--- config.mk ---
export PLATFORM = sky130hd
export DESIGN_NAME = riscv_fetch_stage
export DESIGN_NICKNAME = d
export VERILOG_FILES = /design/src/rtl/riscv_pkg.sv /design/src/rtl/riscv_fetch_stage.sv
export SDC_FILE = /design/constraint.sdc
export NUM_CORES = 1
export LEC_CHECK = 0
export CAP_MARGIN = 0
export CORE_MARGIN = 10
export CORE_UTILIZATION = 39
export CTS_CLUSTER_SIZE = 40
export DETAILED_ROUTE_END_ITERATION = 8
export PLACE_DENSITY = 0.76
export SYNTH_ARGS = -nofsm -noshare
export SYNTH_HDL_FRONTEND = slang
export SYNTH_SLANG_ARGS = --single-unit
--- constraint.sdc ---
create_clock -name clk -period 3.09 [get_ports clk]
set_input_delay 0.4635 -clock clk [delete_from_list [all_inputs] [get_ports clk]]
set_output_delay 0.4635 -clock clk [all_outputs]
set_load 0.01 [all_outputs]
--- src/rtl/riscv_pkg.sv ---
// Shared definitions for the five-stage RISC-V pipeline: opcodes, the canonical
// NOP word and the fetch-stage state encoding.
package riscv_pkg;

   localparam logic [6:0] LW     = 7'b0000011;
   localparam logic [6:0] SW     = 7'b0100011;
   localparam logic [6:0] BEQ    = 7'b1100011;
   localparam logic [6:0] R_type = 7'b0110011;
   localparam logic [6:0] I_type = 7'b0010011;

   // addi x0, x0, 0 -- the bubble injected on flush and during drain
   localparam logic [31:0] NOP = 32'h0000_0013;

   typedef enum logic [1:0] {
      RUN    = 2'd0,
      DRAIN  = 2'd1,
      HALTED = 2'd2
   } fetch_state_e;

endpackage

--- src/rtl/riscv_fetch_stage.sv ---
// IF stage: PC register, instruction fetch into the IF/ID register, and the
// end-of-program drain sequence that ends in a sticky halted flag.
module riscv_fetch_stage
   import riscv_pkg::*;
#(
   parameter int unsigned IMEM_DEPTH   = 1024,
   parameter logic [31:0] RESET_PC     = 32'h0000_0000,
   parameter int unsigned DRAIN_CYCLES = 4
) (
   input  logic        clk,
   input  logic        reset,
   input  logic        stall,
   input  logic        redirect_valid,
   input  logic [31:0] redirect_pc,
   output logic [9:0]  imem_addr,
   input  logic [31:0] imem_rdata,
   output logic [31:0] ifid_ir,
   output logic [31:0] ifid_pc,
   output logic        ifid_valid,
   output logic [31:0] pc,
   output logic        halted
);

   localparam int unsigned CNT_W       = (DRAIN_CYCLES > 1) ? $clog2(DRAIN_CYCLES) : 1;
   localparam logic [29:0] DEPTH_WORDS = 30'(IMEM_DEPTH);

   fetch_state_e     state_q, state_d;
   logic [31:0]      pc_q, pc_d;
   logic [31:0]      ifidIr_q, ifidIr_d;
   logic [31:0]      ifidPc_q, ifidPc_d;
   logic             ifidValid_q, ifidValid_d;
   logic [CNT_W-1:0] drainCnt_q, drainCnt_d;

   logic [31:0] redirectTarget;
   logic        endOfProgram;
   logic        unusedRedirectBits;

   assign redirectTarget     = {redirect_pc[31:2], 2'b00};
   assign unusedRedirectBits = ^redirect_pc[1:0];
   // A zero word or a fetch past the end of instruction memory both mean the program is over
   assign endOfProgram       = (imem_rdata == 32'h0) || (pc_q[31:2] >= DEPTH_WORDS);

   always_ff @(posedge clk or posedge reset) begin
      if (reset) begin
         state_q     <= RUN;
         pc_q        <= RESET_PC;
         ifidIr_q    <= NOP;
         ifidPc_q    <= 32'h0;
         ifidValid_q <= 1'b0;
         drainCnt_q  <= '0;
      end else begin
         state_q     <= state_d;
         pc_q        <= pc_d;
         ifidIr_q    <= ifidIr_d;
         ifidPc_q    <= ifidPc_d;
         ifidValid_q <= ifidValid_d;
         drainCnt_q  <= drainCnt_d;
      end
   end

   always_comb begin
      state_d     = state_q;
      pc_d        = pc_q;
      ifidIr_d    = ifidIr_q;
      ifidPc_d    = ifidPc_q;
      ifidValid_d = ifidValid_q;
      drainCnt_d  = drainCnt_q;
      unique case (state_q)
         RUN: begin
            if (redirect_valid) begin
               pc_d        = redirectTarget;
               ifidIr_d    = NOP;
               ifidValid_d = 1'b0;
            end else if (!stall) begin
               if (endOfProgram) begin
                  state_d     = DRAIN;
                  ifidIr_d    = NOP;
                  ifidValid_d = 1'b0;
                  drainCnt_d  = CNT_W'(DRAIN_CYCLES - 1);
               end else begin
                  ifidIr_d    = imem_rdata;
                  ifidPc_d    = pc_q;
                  ifidValid_d = 1'b1;
                  pc_d        = pc_q + 32'd4;
               end
            end
         end
         // The zero word may have been fetched down a wrong path, so a late redirect revives fetch
         DRAIN: begin
            ifidIr_d    = NOP;
            ifidValid_d = 1'b0;
            if (redirect_valid) begin
               state_d = RUN;
               pc_d    = redirectTarget;
            end else if (!stall) begin
               if (drainCnt_q == '0) begin
                  state_d = HALTED;
               end else begin
                  drainCnt_d = drainCnt_q - CNT_W'(1);
               end
            end
         end
         HALTED: begin
            state_d = HALTED;
         end
         default: begin
            state_d = RUN;
         end
      endcase
   end

   assign imem_addr  = pc_q[11:2];
   assign pc         = pc_q;
   assign ifid_ir    = ifidIr_q;
   assign ifid_pc    = ifidPc_q;
   assign ifid_valid = ifidValid_q;
   assign halted     = (state_q == HALTED);

endmodule

==> results.md, run 1 <==
| Group | Item | Reported |
| --- | --- | --- |
| sta | Number of endpoints with negative hold slack in the final report | 0 |
| route | Vias | 3925 |
| sta | Measured slew at the worst slew-check pin | 1.191 ns |
| min path | Hold Crit Class | register to register |
| logic synthesis | Cell count after synthesis | 407 |
| route | Iter 0 DRT Violations | 485 |
| clocking | Number of setup buffers added after CTS | 0 |
| placement | Worst setup slack after placement | 0.08106 ns |
| global route | Vias in the first global route | 4098 |
| min path | Cells on Worst Hold Path | 1 |
| clocking | Number of buffers on the longest clock path | 2 |
| sta | Relative slew slack | 20.22% |
| worst setup path | Path type of the worst setup path | input port to register |
| clocking | Clock tree from TritonCTS | built |
| die | Area enclosed by the die boundary | 15950 µm² |
| die | Core footprint | 10940 µm² |
| die | Die extent in y | 126.3 µm |
| logic synthesis | Seq/Total Area, Yosys | 55.17% |
| global route | Overall track demand over capacity in global routing | 17.58% |
| die | DIE WIDTH | 126.3 µm |
| sta | Fmax | 0.3733 GHz |
| die | Row Count | 38 |
| logic synthesis | Netlist area before placement | 4407 µm² |
| logic synthesis | Synthesis Warnings | 0 |
| route | Drc violations | 0 |
| sta | Final-report setup violation count | 0 |
| sta | RSZ-0062 raised after global routing | false |
| sta | Tcrit/Tclk final | 86.69% |
| route | Number of nets with antenna violations after routing | 0 |
| route | DRT Wirelength | 14.29 mm |
| global route | Total overflow reported by the global router | 0 |
| logic synthesis | Count of cell types in the netlist | 49 |
| logic synthesis | EDFF count, synth | 0 |
| cells and area | Number of fill cells | 916 |
| logic synthesis | Most common flop cell mapped by yosys | sky130_fd_sc_hd__dfrtp_1 |
| placement | Placed instance area | 6191 µm² |
| sta | Post-route worst setup slack | 0.4114 ns |
| clocking | Worst-path clk slew | 0.07 ns |
| worst setup path | Arr. time, crit path | 2.93 ns |
| clocking | H-tree Lvls | 3 |
| logic synthesis | Flip-flop and latch count after synthesis | 97 |
| route | Average via count per standard cell | 5.513 |
| worst setup path | Largest fanout of any net on the critical path | 12 |
| logic synthesis | Async set-or-reset flop fraction in the synthesized netlist | 100.0% |
| global route | First-pass GRT wire length | 22.99 mm |
| global route | Largest net degree at the start of global routing | 53 |
| run status | Outcome | completed |
| power and ir drop | Power density normalized to cell area | 489.2 nW/µm² |
| worst setup path | Startpoint Class | input port |
| flow run | Max-Cap Viols | 0 |
| global route | Antenna violations before repair | 0 |
| cells and area | Area of all placed cells without fillers | 6502 µm² |
| clocking | Number of clock buffers inserted by TritonCTS | 9 |
| power and ir drop | Static Leak | 2.773 nW |
| cells and area | Most common cell after layout, fill and taps aside | sky130_fd_sc_hd__clkdlybuf4s50_1 |
| logic synthesis | Post-Synthesis Mean Instance Area | 10.83 µm² |
| route | Wire length per cell | 20.06 µm |
| clocking | Clock root cell | sky130_fd_sc_hd__clkbuf_16 |
| sta | Final period demand of the worst path | 2.679 ns |
| die | Starting density of the core | 40.30% |
| cells and area | Net count, final | 638 |
| placement | Number of port buffers | 169 |
| worst setup path | Critical Path RT | 3.35 ns |
| clocking | Count of cells resized by post-cts repair | 0 |
| clocking | Number of hold buffers added after CTS | 0 |
| placement | Final weighted congestion in routability-driven placement | 0.9002 |
| sta | Clock tree skew after final layout | 0.007389 ns |
| clocking | # clock sinks | 97 |
| clocking | Worst skew pair latency | 0.34 ns |
| sta | Minimum hold slack | 0.4864 ns |
| cells and area | Ant diodes | 0 |
| sta | Number of pins with negative max-slew slack in the final report | 0 |
| worst setup path | Critical path endpoint category | register |
| placement | Estimated wirelength of the detail-placed design | 10.91 mm |
| die | I/O pin total | 176 |
| sta | Sum of negative setup slack | 0 ns |
| cells and area | Commonest cells after routing, fill and taps aside | sky130_fd_sc_hd__clkdlybuf4s50_1 (169), sky130_fd_sc_hd__dfrtp_1 (94), sky130_fd_sc_hd__a22o_1 (29) |
| route | Router iterations before antenna repair | 4 |
| cells and area | Share of cells above drive strength 1 | 8.566% |
| worst setup path | Number of cells on the worst reg-to-reg path | 5 |
| power and ir drop | Worst voltage drop across the vdd grid | 0.0002348 V |
| cells and area | Growth of design area from synthesis to finish | 47.56% |
[per-stage QoR]
stage          instances  utilization (%)  total power [mW]
2_1_floorplan        410                -             1.709
3_3_place_gp         696            56.61             2.030
3_5_place_dp         696            56.61             2.041
4_1_cts              712            59.46             3.215
5_1_grt              712            59.46             3.352
6_report             712            59.46             3.181
[path summary, 6_finish.rpt]
check / from / end / slack, ns
max reg2reg: pc[18]$_DFFE_PP0P_ / pc[3]$_DFFE_PP0P_ / 0.43
max in group asynchronous: reset / ifid_pc[4]$_DFFE_PP0P_ / 1.86
max: imem_rdata[23] / pc[3]$_DFFE_PP0P_ / 0.41
min in group asynchronous: reset / ifid_ir[18]$_DFFE_PP0P_ / 0.54
min reg2reg: ifid_pc[29]$_DFFE_PP0P_ / ifid_pc[29]$_DFFE_PP0P_ / 0.49
min: ifid_pc[29]$_DFFE_PP0P_ / ifid_pc[29]$_DFFE_PP0P_ / 0.49
[routing by layer]
metal / GRT usage, % / vias up / wire (µm)
met2: 26.41 / 198 / 6277
met1: 22.84 / 1901 / 6197
met4: 4.287 / 0 / 131
li1: - / 1816 / -
met3: 7.622 / 10 / 1679
met5: 0 / - / 0
[worst max-delay path, cell delays in order]
cell and delay [ns]:
sky130_fd_sc_hd__clkdlybuf4s50_1 0.52, sky130_fd_sc_hd__nor4_1 0.08, sky130_fd_sc_hd__and4_1 0.25, sky130_fd_sc_hd__a211o_1 0.40, sky130_fd_sc_hd__o21ai_1 0.91, sky130_fd_sc_hd__mux2i_1 0.30
[cell usage after synthesis, drive strengths merged (2+ instances only)]
library cell	number	area share [%]
a211oi	2	0.34
inv	13	1.1
mux2i	4	0.91
o22ai	6	0.85
clkbuf	14	1.2
nand3	9	1.0
a2111oi	2	0.40
o311ai	4	0.79
a32oi	2	0.40
a22o	29	5.8
nand2b	4	0.74
nor2b	3	0.43
a211o	2	0.40
a31oi	19	2.7
nor4	16	2.3
buf	23	3.7
nor2	26	2.2
or2	3	0.43
a21oi	16	1.8
ha	3	0.85
and4	5	0.99
dfstp	3	1.8
o22a	8	1.6
o2bb2ai	2	0.40
dfrtp	94	53
mux2	10	3.1
o21ai	16	1.8
nor3	10	1.1
o32a	2	0.45
nand2	21	1.8
and2	22	3.1
nand4	4	0.57
[kinds of logic after synthesis]
group	synth area share, %
fa+ha+maj	0.8519
flops	55.17
other cells	0.08510
mux	3.975
compound gates	18.65
buf+inv	6.104
simple gates	15.16
[area by class of cell]
type,instances,area (µm²),share of cell area [%]
well taps,140,175.2,2.694
clock buffers,9,225.2,3.464
multi-input cells,262,1720,26.46
repair buffers,183,1809,27.82
flip-flops and latches,97,2431,37.39
clock inverters,7,86.33,1.328
inverters,14,55.05,0.8466
[state kept, by name (all words and copies together), names as in the netlist]
name and count:
ifid_ir 32, ifid_valid 1, pc 30, drainCnt_q 2, state_q 2, ifid_pc 30
[power by group]
group,internal (mW),total [mW],switching (mW),leakage [nW]
clock network,0.645,1.16,0.518,0.150
registers,1.33,1.44,0.108,1.25
logic,0.307,0.577,0.269,1.37
total,2.29,3.18,0.895,2.77
(Power assumes the default switching activity.)
==> run 2: changes to the inputs <==
Settings changed: ABC_CLOCK_PERIOD_IN_PS from default to 3090, CORE_UTILIZATION 39 to 30, GPL_TIMING_DRIVEN from default to 0, PLACE_DENSITY 0.76 to default.
==> run 2 against run 1 <==
  * Final cell count increased by 9.6%
  * Cell area up 2.5%
  * Flip-flop and latch count unchanged
  * Core utilization decreased by 13 points
  * Critical path depth up 1
  * Die area grew 25%
  * Critical endpoint is now pc[4]$_DFFE_PP0P_
==> results.md, run 2 (synthesis gave the netlist of run 1 again) <==
| Group | Item | Reported | Change |
| --- | --- | --- | --- |
| run status | Outcome | completed | unchanged |
| global route | Total overflow reported by the global router | 0 | unchanged |
| worst setup path | Number of cells on the worst reg-to-reg path | 6 | was 5 |
| route | Average via count per standard cell | 5.208 | was 5.513 |
| sta | RSZ-0062 raised after global routing | false | unchanged |
| cells and area | Combined flip-flop and latch cell area | 2431 µm² | unchanged |
| placement | Estimated wirelength of the detail-placed design | 11.72 mm | was 10.91 mm |
| sta | Sum of negative setup slack | 0 ns | unchanged |
| placement | Number of port buffers | 169 | unchanged |
| route | Number of nets with antenna violations after routing | 0 | unchanged |
| sta | Relative slew slack | 46.86% | was 20.22% |
| global route | Largest net degree at the start of global routing | 64 | was 53 |
| min path | Hold Crit Class | register to register | unchanged |
| clocking | Worst skew pair latency | 0.35 ns | was 0.34 ns |
| clocking | Worst-path clk slew | 0.07 ns | about the same |
| cells and area | Number of fill cells | 1360 | was 916 |
| sta | Number of pins with negative max-slew slack in the final report | 0 | unchanged |
| cells and area | Area of all placed cells without fillers | 6665 µm² | was 6502 µm² |
| placement | Placed instance count | 764 | was 696 |
| worst setup path | Launching point of the worst reg2reg path | pc[14]$_DFFE_PP0P_ | was pc[18]$_DFFE_PP0P_ |
| worst setup path | Total buffers and inverters traversed by the critical path | 2 | was 1 |
| clocking | Number of buffers on the longest clock path | 2 | unchanged |
| clocking | Number of clock buffers inserted by TritonCTS | 9 | unchanged |
| die | Row Count | 44 | was 38 |
| clocking | # clock sinks | 97 | unchanged |
| die | I/O pin total | 176 | unchanged |
| route | Wire length per cell | 19.87 µm | was 20.06 µm |
| worst setup path | Largest fanout of any net on the critical path | 10 | was 12 |
| sta | Tcrit/Tclk final | 83.68% | was 86.69% |
| power and ir drop | Power share of the sequential group | 45.4% | was 45.3% |
| cells and area | Growth of design area from synthesis to finish | 51.25% | was 47.56% |
| die | Die extent in y | 141.2 µm | was 126.3 µm |
| global route | Vias in the first global route | 4259 | was 4098 |
| route | Drc violations | 0 | unchanged |
| flow run | Max-Cap Viols | 0 | unchanged |
| sta | Final-report setup violation count | 0 | unchanged |
| power and ir drop | Static Leak | 2.826 nW | was 2.773 nW |
| global route | Antenna violations before repair | 0 | unchanged |
| placement | Worst setup slack after placement | 0.08839 ns | was 0.08106 ns |
| worst setup path | Cell depth of the worst setup path | 7 | was 6 |
| power and ir drop | Power density normalized to cell area | 478.2 nW/µm² | was 489.2 nW/µm² |
| route | DRT Wirelength | 15.50 mm | was 14.29 mm |
| sta | Final period demand of the worst path | 2.586 ns | was 2.679 ns |
| power and ir drop | Worst voltage drop across the vdd grid | 0.0002748 V | was 0.0002348 V |
| route | Vias | 4062 | was 3925 |
| worst setup path | Path type of the worst setup path | input port to register | unchanged |
| cells and area | Net count, final | 662 | was 638 |
| cells and area | Max FFs per register | 32 | unchanged |
| cells and area | Commonest cells after routing, fill and taps aside | sky130_fd_sc_hd__clkdlybuf4s50_1 (169), sky130_fd_sc_hd__dfrtp_1 (94), sky130_fd_sc_hd__a22o_1 (29) | unchanged |
| power and ir drop | NetSw | 895.5 µW | was 895.3 µW |
| worst setup path | Kind of cell adding the most delay to the critical path | simple AND/OR/NAND/NOR gates | was compound AO/OA/AOI/OAI gates |
| sta | Fmax | 0.3867 GHz | was 0.3733 GHz |
| cells and area | Share of cells above drive strength 1 | 9.396% | was 8.566% |
| clocking | Clock tree from TritonCTS | built | unchanged |
| power and ir drop | Cell Int Power | 2.292 mW | was 2.286 mW |
| die | DIE WIDTH | 141.2 µm | was 126.3 µm |
| worst setup path | End of the worst register-to-register path | pc[9]$_DFFE_PP0P_ | was pc[3]$_DFFE_PP0P_ |
| sta | Minimum hold slack | 0.4878 ns | was 0.4864 ns |
| clocking | H-tree Lvls | 3 | unchanged |
| placement | Placed instance area | 6370 µm² | was 6191 µm² |
| die | Area enclosed by the die boundary | 19940 µm² | was 15950 µm² |
| worst setup path | Startpoint Class | input port | unchanged |
| route | Iter 0 DRT Violations | 247 | was 485 |
| cells and area | Final instance count without filler cells | 780 | was 712 |
| worst setup path | Critical path endpoint category | register | unchanged |
| clocking | Number of hold buffers added after CTS | 0 | unchanged |
| cells and area | Post-layout util | 46.03% | was 59.46% |
| cells and area | Area of combinational cells with multiple inputs | 1718 µm² | was 1720 µm² |
| sta | Number of endpoints with negative hold slack in the final report | 0 | unchanged |
| cells and area | Ant diodes | 0 | unchanged |
| sta | Measured slew at the worst slew-check pin | 0.7899 ns | was 1.191 ns |
| worst setup path | Arr. time, crit path | 2.80 ns | was 2.93 ns |
| clocking | Clock root cell | sky130_fd_sc_hd__clkbuf_16 | unchanged |
| global route | Overall track demand over capacity in global routing | 15.36% | was 17.58% |
| power and ir drop | Pwr Total | 3.188 mW | was 3.181 mW |
| placement | Final weighted congestion in routability-driven placement | 0.8886 | was 0.9002 |
| worst setup path | Standard cell with the maximum stage delay on the critical path | sky130_fd_sc_hd__nor2_1 | was sky130_fd_sc_hd__o21ai_1 |
| worst setup path | Crit path from | imem_rdata[12] | was imem_rdata[23] |
| worst setup path | Worst reg-to-reg setup slack | 0.57 ns | was 0.43 ns |
| sta | Clock tree skew after final layout | 0.009365 ns | was 0.007389 ns |
| worst setup path | Capture point of the critical path | pc[4]$_DFFE_PP0P_ | was pc[3]$_DFFE_PP0P_ |
| power and ir drop | Combinational group share of total power | 19.1% | was 18.1% |
| sta | Post-route worst setup slack | 0.5041 ns | was 0.4114 ns |
| power and ir drop | Switching share of total power | 28.09% | was 28.15% |
| worst setup path | List of cells traversed by the critical path | clkdlybuf4s50_1 -> nor4_1 -> and4_1 -> a2111oi_0 -> nor2_1 -> buf_2 -> o22ai_1 | was clkdlybuf4s50_1 -> nor4_1 -> and4_1 -> a211o_1 -> o21ai_1 -> mux2i_1 |
| die | Starting density of the core | 30.44% | was 40.30% |
| die | Core footprint | 14480 µm² | was 10940 µm² |
| power and ir drop | Clk pwr share | 35.5% | was 36.6% |
| clocking | Count of cells resized by post-cts repair | 0 | unchanged |
| route | Router iterations before antenna repair | 5 | was 4 |
| worst setup path | Critical Path RT | 3.30 ns | was 3.35 ns |
| clocking | Number of setup buffers added after CTS | 0 | unchanged |
| cells and area | Most common cell after layout, fill and taps aside | sky130_fd_sc_hd__clkdlybuf4s50_1 | unchanged |
| worst setup path | Peak per-stage delay on the critical path | 0.50 ns | was 0.91 ns |
| global route | First-pass GRT wire length | 24.51 mm | was 22.99 mm |
## run 2: worst min path at each step
stage                                          from                   endpoint  slack, ns  cells after the start
after global routing        ifid_pc[30]$_DFFE_PP0P_    ifid_pc[30]$_DFFE_PP0P_       0.51                      1
after floorplan           drainCnt_q[0]$_DFFE_PP0P_  drainCnt_q[0]$_DFFE_PP0P_       0.50                      2
after CTS                   ifid_pc[15]$_DFFE_PP0P_    ifid_pc[15]$_DFFE_PP0P_       0.49                      1
after global placement      ifid_pc[17]$_DFFE_PP0P_    ifid_pc[17]$_DFFE_PP0P_       0.47                      1
final                       ifid_pc[29]$_DFFE_PP0P_    ifid_pc[29]$_DFFE_PP0P_       0.49                      1
after detailed placement    ifid_pc[19]$_DFFE_PP0P_    ifid_pc[19]$_DFFE_PP0P_       0.47                      1
## run 2: per-layer routing
| metal | global-route usage, % | vias to the layer above | part of all wire, % |
|---|---|---|---|
| met1 | 19.30 | 2016 | 43 |
| met2 | 23.19 | 185 | 45 |
| met5 | 0 | - | 0 |
| met3 | 7.625 | 5 | 11 |
| li1 | - | 1856 | - |
| met4 | 3.261 | 0 | 0.53 |
## run 2: worst reg2reg max path, stage by stage (launching register included)
cell and delay (ns):
sky130_fd_sc_hd__dfrtp_1 0.47, sky130_fd_sc_hd__nor4_1 0.43, sky130_fd_sc_hd__nand2_1 0.17, sky130_fd_sc_hd__a2111oi_0 0.57, sky130_fd_sc_hd__nor2_1 0.30, sky130_fd_sc_hd__buf_2 0.28
sky130_fd_sc_hd__o32a_1 0.17
## run 2: layout make-up
cell class                      instances  share of cell area [%]
Inverter                               14                  0.8260
Tap cell                              184                   3.454
Clock inverter                          6                  0.9949
Multi-Input combinational cell        262                   25.77
Sequential cell                        97                   36.47
Buffer                                 37                   3.248
Timing Repair Buffer                  170                   25.79
Clock buffer                           10                   3.435
## run 2: power by group through the flow
| stage | sequential (mW) | clock, mW | combinational (mW) |
|---|---|---|---|
| 6_report | 1.45 | 1.13 | 0.609 |
| 5_1_grt | 1.46 | 1.23 | 0.666 |
| 4_1_cts | 1.44 | 1.17 | 0.615 |
| 3_5_place_dp | 1.47 | 0 | 0.609 |
| 3_3_place_gp | 1.47 | 0 | 0.598 |
| 2_1_floorplan | 1.46 | 0 | 0.247 |
